### config.mk
export PLATFORM = sky130hd
export DESIGN_NAME = mc_ctrl_seq
export DESIGN_NICKNAME = d
export VERILOG_FILES = /design/src/rtl/mc_ctrl_pkg.sv /design/src/rtl/op_class_dec.sv /design/src/rtl/mc_ctrl_seq.sv
export SDC_FILE = /design/constraint.sdc
export NUM_CORES = 1
export LEC_CHECK = 0
export CORE_ASPECT_RATIO = 2
export CORE_UTILIZATION = 48
export DETAILED_ROUTE_END_ITERATION = 10
export PLACE_DENSITY = 0.87
export SLEW_MARGIN = 40
export SYNTH_ARGS = -nofsm -noshare
export SYNTH_HDL_FRONTEND = slang
export SYNTH_SLANG_ARGS = --single-unit
export TNS_END_PERCENT = 20
### constraint.sdc
create_clock -name clk -period 2.1 [get_ports clk]
set_clock_uncertainty 0.1 [all_clocks]
set_input_delay 0.21 -clock clk [delete_from_list [all_inputs] [get_ports clk]]
set_output_delay 0.21 -clock clk [all_outputs]
set_load 0.005 [all_outputs]
### src/rtl/mc_ctrl_pkg.sv
// mc_ctrl_pkg: opcodes, state/class encodings and output selects for the multicycle sequencer
package mc_ctrl_pkg;
    localparam logic [5:0] OP_RTYPE = 6'b000000;
    localparam logic [5:0] OP_SLLM  = 6'b000001;
    localparam logic [5:0] OP_J     = 6'b000010;
    localparam logic [5:0] OP_JAL   = 6'b000011;
    localparam logic [5:0] OP_BEQ   = 6'b000100;
    localparam logic [5:0] OP_BNE   = 6'b000101;
    localparam logic [5:0] OP_BLE   = 6'b000110;
    localparam logic [5:0] OP_BGT   = 6'b000111;
    localparam logic [5:0] OP_ADDI  = 6'b001000;
    localparam logic [5:0] OP_ADDIU = 6'b001001;
    localparam logic [5:0] OP_SLTI  = 6'b001010;
    localparam logic [5:0] OP_LUI   = 6'b001111;
    localparam logic [5:0] OP_LB    = 6'b100000;
    localparam logic [5:0] OP_LH    = 6'b100001;
    localparam logic [5:0] OP_LW    = 6'b100011;
    localparam logic [5:0] OP_SB    = 6'b101000;
    localparam logic [5:0] OP_SH    = 6'b101001;
    localparam logic [5:0] OP_SW    = 6'b101011;

    localparam logic [5:0] FN_SLL   = 6'b000000;
    localparam logic [5:0] FN_SRL   = 6'b000010;
    localparam logic [5:0] FN_SRA   = 6'b000011;
    localparam logic [5:0] FN_SLLV  = 6'b000100;
    localparam logic [5:0] FN_SRAV  = 6'b000111;
    localparam logic [5:0] FN_JR    = 6'b001000;
    localparam logic [5:0] FN_BREAK = 6'b001101;
    localparam logic [5:0] FN_MFHI  = 6'b010000;
    localparam logic [5:0] FN_MFLO  = 6'b010010;
    localparam logic [5:0] FN_MULT  = 6'b011000;
    localparam logic [5:0] FN_DIV   = 6'b011010;
    localparam logic [5:0] FN_ADD   = 6'b100000;
    localparam logic [5:0] FN_SUB   = 6'b100010;
    localparam logic [5:0] FN_AND   = 6'b100100;
    localparam logic [5:0] FN_SLT   = 6'b101010;

    typedef enum logic [3:0] {
        S_RESET, S_FETCH, S_FETCH_WAIT, S_DECODE,
        S_EXEC, S_WB, S_LONG, S_MEM_ADDR,
        S_MEM_WAIT, S_STORE, S_BRANCH, S_JUMP,
        S_EXC, S_EXC_WAIT, S_EXC_JUMP, S_HALT
    } state_t;

    typedef enum logic [2:0] {
        CL_ALU, CL_LONG, CL_LOAD, CL_STORE, CL_BRANCH, CL_JUMP, CL_HALT, CL_UNKNOWN
    } op_class_t;

    localparam logic [1:0] EXC_NONE   = 2'd0;
    localparam logic [1:0] EXC_OPCODE = 2'd1;
    localparam logic [1:0] EXC_OVF    = 2'd2;
    localparam logic [1:0] EXC_DIV0   = 2'd3;

    localparam logic [2:0] MA_PC     = 3'd0;
    localparam logic [2:0] MA_ALUOUT = 3'd1;

    localparam logic [1:0] PS_ALU    = 2'd0;
    localparam logic [1:0] PS_ALUOUT = 2'd1;
    localparam logic [1:0] PS_JUMP   = 2'd2;
    localparam logic [1:0] PS_MEM    = 2'd3;

    function automatic logic [2:0] vec_sel(input logic [1:0] exc);
        return 3'(exc) + 3'd1;
    endfunction
endpackage

### src/rtl/op_class_dec.sv
// op_class_dec: Opcode/Funct to instruction class and overflow-check flag; MULDIV_EN decodes mult/div as LONG
module op_class_dec
    import mc_ctrl_pkg::*;
(
    input  logic [5:0] opcode,
    input  logic [5:0] funct,
    output op_class_t  op_class,
    output logic       ovf_chk
);
    always_comb begin
        op_class = CL_UNKNOWN;
        ovf_chk  = 1'b0;
        case (opcode)
            OP_RTYPE: begin
                case (funct)
                    FN_ADD, FN_SUB: begin
                        op_class = CL_ALU;
                        ovf_chk  = 1'b1;
                    end
                    FN_AND, FN_SLT, FN_SLL, FN_SRL, FN_SRA, FN_SLLV, FN_SRAV, FN_MFHI, FN_MFLO: op_class = CL_ALU;
`ifdef MULDIV_EN
                    FN_MULT, FN_DIV: op_class = CL_LONG;
`else
                    FN_MULT, FN_DIV: op_class = CL_UNKNOWN;
`endif
                    FN_JR:    op_class = CL_JUMP;
                    FN_BREAK: op_class = CL_HALT;
                    default:  op_class = CL_UNKNOWN;
                endcase
            end
            OP_ADDI: begin
                op_class = CL_ALU;
                ovf_chk  = 1'b1;
            end
            OP_ADDIU, OP_SLTI, OP_LUI:      op_class = CL_ALU;
            OP_LB, OP_LH, OP_LW, OP_SLLM:   op_class = CL_LOAD;
            OP_SB, OP_SH, OP_SW:            op_class = CL_STORE;
            OP_BEQ, OP_BNE, OP_BLE, OP_BGT: op_class = CL_BRANCH;
            OP_J, OP_JAL:                   op_class = CL_JUMP;
            default:                        op_class = CL_UNKNOWN;
        endcase
    end
endmodule

### src/rtl/mc_ctrl_seq.sv
// mc_ctrl_seq: multicycle MIPS-subset control sequencer; LONG (mult/div) path present only when MULDIV_EN is defined
module mc_ctrl_seq
    import mc_ctrl_pkg::*;
#(
    parameter int DATA_W  = 32,
    parameter int MEM_LAT = 1
) (
    input  logic       clk,
    input  logic       Reset_In,
    input  logic [5:0] Opcode,
    input  logic [5:0] Funct,
    input  logic       Overflow,
    input  logic       Zero_Div,
    output logic [2:0] Mux_Address,
    output logic [1:0] pc_src,
    output logic       IR_Load,
    output logic       A_Load,
    output logic       B_Load,
    output logic       ALUOut_Load,
    output logic       MDR_Load,
    output logic       EPC_Load,
    output logic       High_Load,
    output logic       Low_Load,
    output logic       PCWrite,
    output logic       Reg_WR,
    output logic       Memory_WR,
    output logic       is_branch,
    output logic [1:0] exc_code,
    output logic       instr_done,
    output logic       Reset_Out,
    output logic [3:0] state
);
    localparam int CNT_MAX = DATA_W > MEM_LAT ? DATA_W : MEM_LAT;
    localparam int CW      = $clog2(CNT_MAX + 1);

    state_t         st, nx;
    op_class_t      cls;
    logic           ovf_chk;
    logic [CW-1:0]  cnt;
    logic [1:0]     exc_q, exc_nx;
    logic           last, long_exc, long_done, in_exc;

    op_class_dec u_dec (
        .opcode   (Opcode),
        .funct    (Funct),
        .op_class (cls),
        .ovf_chk  (ovf_chk)
    );

    assign last      = cnt <= CW'(1);
    assign long_exc  = st == S_LONG && cnt == CW'(DATA_W) && Funct == FN_DIV && Zero_Div;
    assign long_done = st == S_LONG && last && !long_exc;
    assign in_exc    = st inside {S_EXC, S_EXC_WAIT};
    assign state     = st;

    always_ff @(posedge clk) begin
        if (Reset_In) begin
            st    <= S_RESET;
            cnt   <= '0;
            exc_q <= EXC_NONE;
        end else begin
            st    <= nx;
            exc_q <= exc_nx;
            if (st inside {S_FETCH, S_MEM_ADDR, S_EXC})
                cnt <= CW'(MEM_LAT);
            else if (st == S_DECODE && cls == CL_LONG)
                cnt <= CW'(DATA_W);
            else if (cnt != '0)
                cnt <= cnt - CW'(1);
        end
    end

    always_comb begin
        nx     = st;
        exc_nx = exc_q;
        case (st)
            S_RESET:      nx = S_FETCH;
            S_FETCH:      nx = S_FETCH_WAIT;
            S_FETCH_WAIT: nx = last ? S_DECODE : S_FETCH_WAIT;
            S_DECODE: begin
                nx = cls == CL_ALU                       ? S_EXEC     :
                     cls == CL_LONG                      ? S_LONG     :
                     cls inside {CL_LOAD, CL_STORE}      ? S_MEM_ADDR :
                     cls == CL_BRANCH                    ? S_BRANCH   :
                     cls == CL_JUMP                      ? S_JUMP     :
                     cls == CL_HALT                      ? S_HALT     : S_EXC;
                exc_nx = cls == CL_UNKNOWN ? EXC_OPCODE : EXC_NONE;
            end
            S_EXEC: begin
                nx     = ovf_chk && Overflow ? S_EXC : S_WB;
                exc_nx = ovf_chk && Overflow ? EXC_OVF : EXC_NONE;
            end
            S_LONG: begin
                nx     = long_exc ? S_EXC : last ? S_FETCH : S_LONG;
                exc_nx = long_exc ? EXC_DIV0 : EXC_NONE;
            end
            S_MEM_ADDR:   nx = cls == CL_LOAD ? S_MEM_WAIT : S_STORE;
            S_MEM_WAIT:   nx = last ? S_WB : S_MEM_WAIT;
            S_EXC:        nx = S_EXC_WAIT;
            S_EXC_WAIT:   nx = last ? S_EXC_JUMP : S_EXC_WAIT;
            S_HALT:       nx = S_HALT;
            default:      nx = S_FETCH;
        endcase
    end

    always_comb begin
        Reset_Out   = st == S_RESET;
        Mux_Address = in_exc ? vec_sel(exc_q) : st inside {S_MEM_WAIT, S_STORE} ? MA_ALUOUT : MA_PC;
        pc_src      = st == S_EXC_JUMP ? PS_MEM :
                      st == S_JUMP     ? (Opcode == OP_RTYPE ? PS_ALUOUT : PS_JUMP) :
                      st == S_BRANCH   ? PS_ALUOUT : PS_ALU;
        IR_Load     = st == S_FETCH_WAIT && last;
        A_Load      = st == S_DECODE;
        B_Load      = st == S_DECODE;
        ALUOut_Load = st inside {S_DECODE, S_EXEC, S_MEM_ADDR};
        MDR_Load    = st == S_MEM_WAIT && last;
        EPC_Load    = st == S_EXC;
        High_Load   = long_done;
        Low_Load    = long_done;
        PCWrite     = st inside {S_FETCH, S_JUMP, S_EXC_JUMP};
        Reg_WR      = st == S_WB || (st == S_JUMP && Opcode == OP_JAL);
        Memory_WR   = st == S_STORE;
        is_branch   = st == S_BRANCH;
        exc_code    = in_exc || st == S_EXC_JUMP ? exc_q : EXC_NONE;
        instr_done  = st inside {S_WB, S_STORE, S_BRANCH, S_JUMP, S_EXC_JUMP} || long_done;
    end
endmodule
==> impl_results.md <==
- Slew @ Worst Pin: 413.5 ps
- Clk Latency, worst-skew pair: 240 ps
- Clock transition at path regs: 50 ps
- Layout cell share with drive strength beyond 1: 23.67%
- NumNets Final: 303
- Sw frac: 42.25%
- Ports: 41
- Cell area after synthesis: 1465 um^2
- Routability cong.: 0.9004
- Leakage: 0.9096 nW
- CTS tree: yes
- Internal: 924.6 uW
- Largest net degree at the start of global routing: 23
- Slew headroom: 72.41%
- Hold crit path type: reg -> reg
- Pwr/cell area: 737.5 nW/um^2
- Row cnt: 28
- Most numerous cell in the Yosys netlist: nor2_1
- CP max stage delay: 510 ps
- Critical setup path kind: reg -> out
- Multi-input logic area: 1106 um^2
- Die area: 3291 um^2
- Vias in the first global route: 1,933
- Initial antenna violation count: 0
- H-tree levels: 1
- Clock root buffer: clkbuf_8
- CP Max Fanout: 9
- Initial core utilization: 49.79%
- Peak VDD IR: 435.5 uV
- EDFF count, synth: 0
- Worst EP arrival: 1790 ps
- Fill count: 243
- Pre-Repair DR Iteration Count: 4
- Crit-path leading delay family: buffers and inverters
- # hold bufs at CTS: 0
- CP Launch Type: register
- Met2 Resource Use GR: 57.34%
- WP data required: 1790 ps
- List of most frequent post-synthesis cells: 32 x nor2_1, 20 x nand2_1, 17 x a21oi_1
- Total track usage: 32.30%
- Area contributors post-synth: dfxtp_1 16%, nor2_1 8.2%, a21oi_1 5.8%, nand2_1 5.1%, o21ai_0 4.8%
- Fin util: 73.77%
- GR Overflow Total: 0
- FFs w/ async S/R, synth: 0%
- Port Buf Inserts: 40
- Status: finished, violations left
- RSZ-0062 raised after global routing: true
- Vias: 1,959
- #FFs+latches synth: 12
- Core Area: 2943 um^2
- CTS Sinks: 12
- Post-synthesis sequential area ratio: 16.40%
- Met3 GRT Util: 4.972%
- Slew Viols, Final: 0
- Syn nets: 235
- Crit path time final: 2104 ps
- Psw: 676.3 uW
- Predominant post-synthesis flop cell: dfxtp_1
- Area delta synth->final: 48.16%
- Syn Inst Count: 216
- ANT nets after route: 0
- DIE WIDTH: 41.07 um
- Dpl cells: 308
- Fmax: 475.2 MHz
- Post-route setup TNS: -4.239 ps
- Reg power frac: 21.9%
- Syn_area_per_cell: 6.783 um^2
- Number of max-cap violations: 0
- Setup violations, final: 1
- Setup slack after layout: -4.239 ps
- Most Used Layer, Global Route: met2
- Initial DRC Count: 88
- Failing checks: setup timing
- Storage element area: 247.7 um^2
- Largest area contributor in the netlist: dfxtp_1
- Yosys top cell area share: 16.40%
- Crit path max-delay cell type: clkdlybuf4s50_1
- Die Height: 80.13 um
- Post-DR wirelength/cell: 15.83 um
- Diodes inserted: 0
- Met1 Track Usage GR: 30.73%
- Pwr Total: 1.601 mW
- Clock network power share: 15.8%
- Detailed Place HPWL: 3.765 mm
- Worst path bufs/invs: 2
- Comb power frac: 62.4%
- Part of the cycle the worst path needs: 100.2%
- Num CTS Buffers: 3
- Final Hold Fails: 0
- Clock buffer depth: 2
- CP cell instances: inv_1, nand2_1, o21a_1, nor2_1, clkdlybuf4s50_1
- Non-filler cells, final: 313
- # DRC: 0
- CP Capture Type: output pin
- Vias/cell: 6.259
- Count of different cell masters after synthesis: 54
- First-pass GRT wire length: 7.748 mm
- Synth Warn #: 0
- Routed WL: 4.955 mm
sequential cells by signal, summed over array words and instances, names as in the netlist:
signal,cells
exc_q,2
cnt,6
state,4
metrics by stage:
stage,cell area (um^2),worst slack (ps),hold slack (ps)
3_3_place_gp,2057,-342.5,421.4
4_1_cts,2133,-30.53,431.9
2_1_floorplan,1465,245.2,179.1
3_5_place_dp,2057,-383.8,427.0
5_1_grt,2171,-37.68,474.8
6_report,2171,-4.239,425.7
repair_timing:
action	in CTS	in global routing
pin swaps	1	2
gates resized for setup	20	14
cloned	0	0
setup buffers	1	0
endpoints found under the setup margin	16	13
power groups by stage:
stage / Sequential, mW / Clock (mW) / Combinational (mW)
after global routing: 0.363 / 0.264 / 1.12
after CTS: 0.338 / 0.252 / 0.955
after floorplan: 0.322 / 0 / 0.539
after detailed placement: 0.338 / 0 / 0.890
final: 0.350 / 0.252 / 0.998
after global placement: 0.336 / 0 / 0.867
worst min-delay path, cell delays in order, from the launching register on:
cell,delay [ps]
dfxtp_1,330
nor2_1,100
a211oi_1,50
cells in the final DEF, fill, tap and decap left out, drive strengths merged, types with 2 or more instances in the layout:
cell type and n:
dfxtp 12, clkdlybuf4s50 26, and4 3, or4 2, nor2 32, or3 4
o21a 5, nor2b 4, and2 3, nand4 2, nor3 12, a31oi 4
dlygate4sd2 11, or3b 3, a211oi 4, xnor2 2, a221o 2, o32ai 2
inv 9, o2111ai 2, buf 39, nand2b 4, ha 3, a21oi 18
nand3 8, o22ai 3, nand2 20, o21ai 14, dlymetal6s2s 3, nor4 6
o32a 2, clkbuf 4
path summary, 6_finish.rpt:
| check | slack (ps) | cells past startpoint | start | endpoint |
|---|---|---|---|---|
| setup / recovery | -4 | 5 | state[0] | ALUOut_Load |
| hold / removal | 430 | 2 | cnt[1] | cnt[1] |
| setup reg to reg | 200 | 8 | cnt[1] | state[1] |
| hold reg to reg | 430 | 2 | cnt[1] | cnt[1] |
layout make-up:
| cell class | count | area share, % |
|---|---|---|
| multi-input combinational | 179 | 50.95 |
| timing repair buffer | 79 | 31.82 |
| sequential | 12 | 11.41 |
| clock buffer | 4 | 2.536 |
| tap | 30 | 1.729 |
| inverter | 9 | 1.556 |
logic make-up after synthesis:
group                      share of synthesized area, %
xor gates and xnor gates                          1.794
DFF                                               16.40
buffers and inverters                             11.27
adders and majority gates                         2.562
AOI/OAI and AO/OA                                 28.78
and+or+nand+nor                                   39.20
routing by layer:
metal / vias up / share of wire (%)
li1: 928 / -
met1: 899 / 32
met2: 107 / 57
met3: 25 / 5.4
met4: 0 / 4.8
met5: - / 0
Note: power is estimated with default switching activity, not from simulation.
